File: config.mk
export PLATFORM = sky130hd
export DESIGN_NAME = dcache_flush_unit
export DESIGN_NICKNAME = d
export VERILOG_FILES = /design/src/rtl/ariane_pkg.sv /design/src/rtl/dcache_flush_way_sel.sv /design/src/rtl/dcache_flush_unit.sv
export SDC_FILE = /design/constraint.sdc
export NUM_CORES = 1
export LEC_CHECK = 0
export BUFFER_PORTS_ARGS = -buffer_cell sky130_fd_sc_hd__clkbuf_2
export CORE_ASPECT_RATIO = 0.9
export CORE_MARGIN = 8
export CORE_UTILIZATION = 46
export CTS_CLUSTER_DIAMETER = 80
export DETAILED_ROUTE_END_ITERATION = 10
export GPL_TIMING_DRIVEN = 0
export PLACE_DENSITY_LB_ADDON = 0.1
export REMOVE_ABC_BUFFERS = 1
export SLEW_MARGIN = 20
export SYNTH_ARGS = -nofsm -noshare
export SYNTH_HDL_FRONTEND = slang
export SYNTH_SLANG_ARGS = --single-unit
File: constraint.sdc
create_clock -name clk_i -period 1.4 [get_ports clk_i]
set_input_delay 0 -clock clk_i [delete_from_list [all_inputs] [get_ports clk_i]]
set_output_delay 0 -clock clk_i [all_outputs]
set_load 0.01 [all_outputs]
File: src/rtl/ariane_pkg.sv
// rtl/ariane_pkg.sv - shared data-cache geometry constants and sizing helpers
package ariane_pkg;

  localparam int unsigned DCACHE_NUM_SETS = 256;
  localparam int unsigned DCACHE_NUM_WAYS = 4;

  // Index width that stays at least one bit wide for single-entry ranges.
  function automatic int unsigned idx_width(input int unsigned n);
    return (n > 1) ? $clog2(n) : 1;
  endfunction

endpackage

File: src/rtl/dcache_flush_way_sel.sv
// rtl/dcache_flush_way_sel.sv - lowest-set-bit way picker for the flush write-back mask
module dcache_flush_way_sel
  import ariane_pkg::*;
#(
  parameter int unsigned NUM_WAYS = DCACHE_NUM_WAYS
) (
  input  logic [NUM_WAYS-1:0]            mask_i,
  output logic [idx_width(NUM_WAYS)-1:0] idx_o,
  output logic                           valid_o
);

  localparam int unsigned WAY_W = idx_width(NUM_WAYS);

  // Scan high to low so the last hit wins, leaving the lowest set way.
  always_comb begin
    idx_o   = '0;
    valid_o = |mask_i;
    for (int i = NUM_WAYS - 1; i >= 0; i--) begin
      if (mask_i[i]) idx_o = WAY_W'(i);
    end
  end

endmodule

File: src/rtl/dcache_flush_unit.sv
// rtl/dcache_flush_unit.sv - walks every D$ set, writes back dirty ways, invalidates, acks
module dcache_flush_unit
  import ariane_pkg::*;
#(
  parameter int unsigned NUM_SETS = DCACHE_NUM_SETS,
  parameter int unsigned NUM_WAYS = DCACHE_NUM_WAYS
) (
  input  logic                           clk_i,
  input  logic                           rst_ni,
  input  logic                           flush_i,
  output logic                           flush_ack_o,
  output logic                           busy_o,
  output logic                           tag_req_o,
  output logic [$clog2(NUM_SETS)-1:0]    tag_index_o,
  input  logic                           tag_gnt_i,
  input  logic                           tag_rvalid_i,
  input  logic [NUM_WAYS-1:0]            valid_i,
  input  logic [NUM_WAYS-1:0]            dirty_i,
  output logic                           wb_req_o,
  output logic [idx_width(NUM_WAYS)-1:0] wb_way_o,
  input  logic                           wb_gnt_i,
  input  logic                           wb_done_i,
  output logic                           inv_we_o
);

  localparam int unsigned IDX_W = $clog2(NUM_SETS);
  localparam int unsigned WAY_W = idx_width(NUM_WAYS);
  localparam logic [IDX_W-1:0] LAST_SET = IDX_W'(NUM_SETS - 1);

  localparam logic [2:0] IDLE       = 3'd0;
  localparam logic [2:0] READ_TAG   = 3'd1;
  localparam logic [2:0] WAIT_TAG   = 3'd2;
  localparam logic [2:0] WB_REQ     = 3'd3;
  localparam logic [2:0] WB_WAIT    = 3'd4;
  localparam logic [2:0] INVALIDATE = 3'd5;
  localparam logic [2:0] ACK        = 3'd6;

  logic [2:0]          state_q, state_d;
  logic [IDX_W-1:0]    index_q, index_d;
  logic [NUM_WAYS-1:0] mask_q, mask_d;
  logic                ack_q, ack_d;

  logic [WAY_W-1:0]    way_idx;
  logic                way_vld;
  logic [NUM_WAYS-1:0] way_onehot;
  logic [NUM_WAYS-1:0] capture_mask;
  logic [NUM_WAYS-1:0] remain_mask;

  dcache_flush_way_sel #(
    .NUM_WAYS (NUM_WAYS)
  ) i_way_sel (
    .mask_i  (mask_q),
    .idx_o   (way_idx),
    .valid_o (way_vld)
  );

  assign way_onehot   = NUM_WAYS'(1) << way_idx;
  assign capture_mask = valid_i & dirty_i;
  assign remain_mask  = mask_q & ~way_onehot;

  always_comb begin
    state_d = state_q;
    index_d = index_q;
    mask_d  = mask_q;
    // Remembers that ack fired so a still-high flush_i cannot retrigger.
    ack_d   = (state_q == ACK);
    case (state_q)
      IDLE: begin
        if (flush_i && !ack_q) begin
          state_d = READ_TAG;
          index_d = '0;
        end
      end
      READ_TAG: begin
        if (tag_gnt_i) state_d = WAIT_TAG;
      end
      WAIT_TAG: begin
        if (tag_rvalid_i) begin
          mask_d  = capture_mask;
          state_d = (|capture_mask) ? WB_REQ : INVALIDATE;
        end
      end
      WB_REQ: begin
        if (wb_gnt_i) state_d = WB_WAIT;
      end
      WB_WAIT: begin
        if (wb_done_i) begin
          mask_d  = remain_mask;
          state_d = (|remain_mask) ? WB_REQ : INVALIDATE;
        end
      end
      INVALIDATE: begin
        if (index_q == LAST_SET) begin
          state_d = ACK;
        end else begin
          index_d = index_q + IDX_W'(1);
          state_d = READ_TAG;
        end
      end
      ACK: begin
        state_d = IDLE;
        index_d = '0;
      end
      default: begin
        state_d = IDLE;
        index_d = '0;
        mask_d  = '0;
      end
    endcase
  end

  always_ff @(posedge clk_i or negedge rst_ni) begin
    if (!rst_ni) begin
      state_q <= IDLE;
      index_q <= '0;
      mask_q  <= '0;
      ack_q   <= 1'b0;
    end else begin
      state_q <= state_d;
      index_q <= index_d;
      mask_q  <= mask_d;
      ack_q   <= ack_d;
    end
  end

  assign busy_o      = (state_q != IDLE);
  assign tag_req_o   = (state_q == READ_TAG);
  assign tag_index_o = index_q;
  assign wb_req_o    = (state_q == WB_REQ) && way_vld;
  assign wb_way_o    = way_idx;
  assign inv_we_o    = (state_q == INVALIDATE);
  assign flush_ack_o = (state_q == ACK);

endmodule

==> results.yml <==
synthesis:
  synth-adder-area-share_pct: 1.15
  syn_inst: 129
  synth_edf_count: 0
  synth_top_family_by_area: "simple AND/OR/NAND/NOR gates"
  yosysTopAreaCellShare_pct: 36.7
  ys.flop_type: "dfrtp_1"
  yosysMostFrequentCell: "nand2_1"
  synth.area.top_cells: "dfrtp_1 (37%), nand2_1 (7.2%), nand3_1 (4.1%)"
  synthSimpleGateAreaFrac_pct: 31.5
  synth_commonest_cells: "nand2_1 (21), dfrtp_1 (16), nand3_1 (9), o211ai_1 (6)"
  synth-warning-count: 0
  synth_top_area_cell: "dfrtp_1"
  muxShareOfSynthArea_pct: 1.95
  synth_cell_types: 44
  syn_avg_cell_area_um2: 8.46
  syn_area_um2: 1090
  ys_ff_latch: 16
  ys_seq_area_share_pct: 36.7
  synth_xor_area_share_pct: 0
  async_flop_share_pct: 100
  synth-compound-area-share_pct: 23.9
floorplanning:
  io_pins: 30
  core_region_area_um2: 2200
  die-height_um: 62.2
  die_w_um: 67.3
  die_area_um2: 4190
  initial_core_util_pct: 49.5
  num_rows: 16
setup_path:
  r2r_setup_slack_ns: -0.25
  worstPathArrival_ns: 1.90
  ff2ff_path_depth: 4
  worst_setup_path_start_kind: "flop"
  cp.required_ns: 1.65
  r2r-start: "tag_index_o[6]$_DFFE_PN0P_"
  cp_max_fo: 4
  critical_path_class: "reg2reg"
  end_kind: "flop"
  timing.rr.end: "tag_index_o[7]$_DFFE_PN0P_"
worst_hold_path:
  hold_end: "state_q[1]$_DFFE_PN0P_"
  hold_class: "in2reg"
  holdPathStages: 4
  min_from: "wb_gnt_i"
global_routing:
  grt_overflow: 0
  grt_usage_pct: 15.5
  antenna_found_initial: 0
  grt_first_pass_wirelength_um: 5240
  first_global_vias: 1163
  grt_max_degree: 17
flow_run:
  cap_viol_max_count: 0
cts:
  h-tree-depth: 1
  cts_tree: "done"
  cts-root-buf: "clkbuf_4"
  clock_path_buffers: 2
  cts.clk_slew.worst_paths_ns: 0.11
  clk-insertion-delay-late_ns: 0.30
  cts_buffers: 3
  cts.sinks: 16
route:
  wl_um: 4450
  final_antenna_net_count: 0
  dr.pass1.iters: 4
  via_per_inst: 6.37
  drtIter0Drc: 131
  wl_met1_um: 1810
  drc_errors: 0
  highest_layer: "met4"
  routedWlPerCell_um: 20.3
  via_count: 1396
  wl_met3_um: 378
  met2_length_um: 2140
placed_design:
  pre_cts_ws_ns: -0.384
  port_buffers: 29
  gp_congestion: 0.830
  detailed_place_hpwl_um: 2110
  dp_cells: 178
  placed_area_um2: 1230
timing:
  max_freq_mhz: 606
  worst_pin_slew_ns: 0.411
  rsz0062_at_grt: "yes"
  fin_ws_ns: -0.249
  skew_ns: 0.0110
  slew_headroom_pct: 72.6
  period_share_pct: 118
  setup_viol: 17
  final_hold_viol_count: 0
  fin_crit_ns: 1.65
  slew_viol_final: 0
cells_and_area:
  final_cell_area_um2: 1730
  nets: 209
  areaGrowthSynthToFinish_pct: 58.6
  diodes: 0
  fin_cells: 219
  multi_input_area_um2: 790
  drive_gt1_share_pct: 52.1
  fillerInstances: 157
  ff_latch_area_um2: 409
power_and_ir_drop:
  leakage_nw: 0.787
  p_per_area_nw_per_um2: 1650
  total_power_w: 0.00286
  vdd_drop_max_mv: 1.15
status:
  status: "finished with violations"
  failed_checks: "negative setup slack"
area by class of cell:
| type | instances | area share, % |
|---|---|---|
| multi-input combinational | 103 | 45.6 |
| timing repair buffer | 65 | 25.8 |
| tap | 27 | 1.95 |
| inverter | 4 | 0.868 |
| clock buffer | 4 | 2.10 |
| sequential | 16 | 23.6 |
cell usage in the layout, fill, tap and decap left out, types with 2 or more instances in the layout:
master	instances
dlygate4sd3_1	4
nand3_2	4
nand4_1	2
nand2_1	19
a32oi_1	2
or2_1	2
buf_6	5
nand2_2	2
inv_1	3
nor3_1	4
nand3_1	4
or4_1	5
nor3b_4	2
dfrtp_2	7
o21ai_4	2
buf_4	28
o211ai_1	6
clkbuf_4	3
a21oi_1	3
dfrtp_1	9
nor3b_1	2
nor2b_4	2
nand2b_1	3
clkbuf_2	26
nor2_1	4
o2bb2ai_1	4
o22ai_1	2
o21ai_2	4
buf_2	2
per-layer routing:
metal	up-vias	GRT usage (%)
met1	680	20.3
met2	83	24.4
met4	0	2.87
met5	-	0
met3	16	4.48
li1	617	-
report_power, final:
part | switching [W] | internal (W) | total, W
combinational | 0.000907 | 0.000868 | 0.00178
clock | 0.000168 | 0.000159 | 0.000327
sequential | 0.000182 | 0.000574 | 0.000756
state kept, by name (all words and copies together), names as in the netlist:
name / flops
mask_q: 4
ack_q: 1
state_q: 3
tag_index_o: 8
kinds of logic after synthesis:
| kind of cell | after synthesis |
|---|---|
| AO/OA/AOI/OAI | 35 |
| flip-flops | 16 |
| AND/OR/NAND/NOR | 64 |
| buffers and inverters | 11 |
| multiplexers | 2 |
| adder cells (fa/ha/maj) | 1 |
worst max path at each step:
stage                                          start                          to  slack, ns
after floorplan           tag_index_o[0]$_DFFE_PN0P_  tag_index_o[3]$_DFFE_PN0P_      -0.13
after global placement        state_q[2]$_DFFE_PN0P_  tag_index_o[6]$_DFFE_PN0P_      -0.33
after detailed placement      state_q[2]$_DFFE_PN0P_  tag_index_o[6]$_DFFE_PN0P_      -0.38
after CTS                     state_q[2]$_DFFE_PN0P_  tag_index_o[3]$_DFFE_PN0P_       -0.1
after global routing          state_q[2]$_DFFE_PN0P_      state_q[2]$_DFFE_PN0P_      -0.26
final                     tag_index_o[6]$_DFFE_PN0P_  tag_index_o[7]$_DFFE_PN0P_      -0.25
repair_timing:
action | CTS | global route
gates resized for setup | 22 | 22
setup buffers | 19 | 13
pin swaps | 6 | 12
setup endpoints to repair | 19 | 15
cloned | 0 | 1
endpoints found under the hold margin | 19 | 0
hold buffers | 4 | 0
critical path: stages, from the launching register on:
cell and delay [ns]:
dfrtp_1 0.41, nand4_1 0.23, or2_1 0.32, or4_1 0.56
nand2_1 0.08
metrics by stage:
stage	hold WS [ns]	utilization, %	setup TNS (ns)
after floorplan	-0.296	-	-0.878
after global placement	-0.0598	56.0	-3.14
after detailed placement	-0.0458	56.0	-3.68
after CTS	0.00131	69.9	-0.597
after global routing	0.0365	78.6	-2.50
final	0.00743	78.6	-1.92
Power figures use the tool's default switching activity.
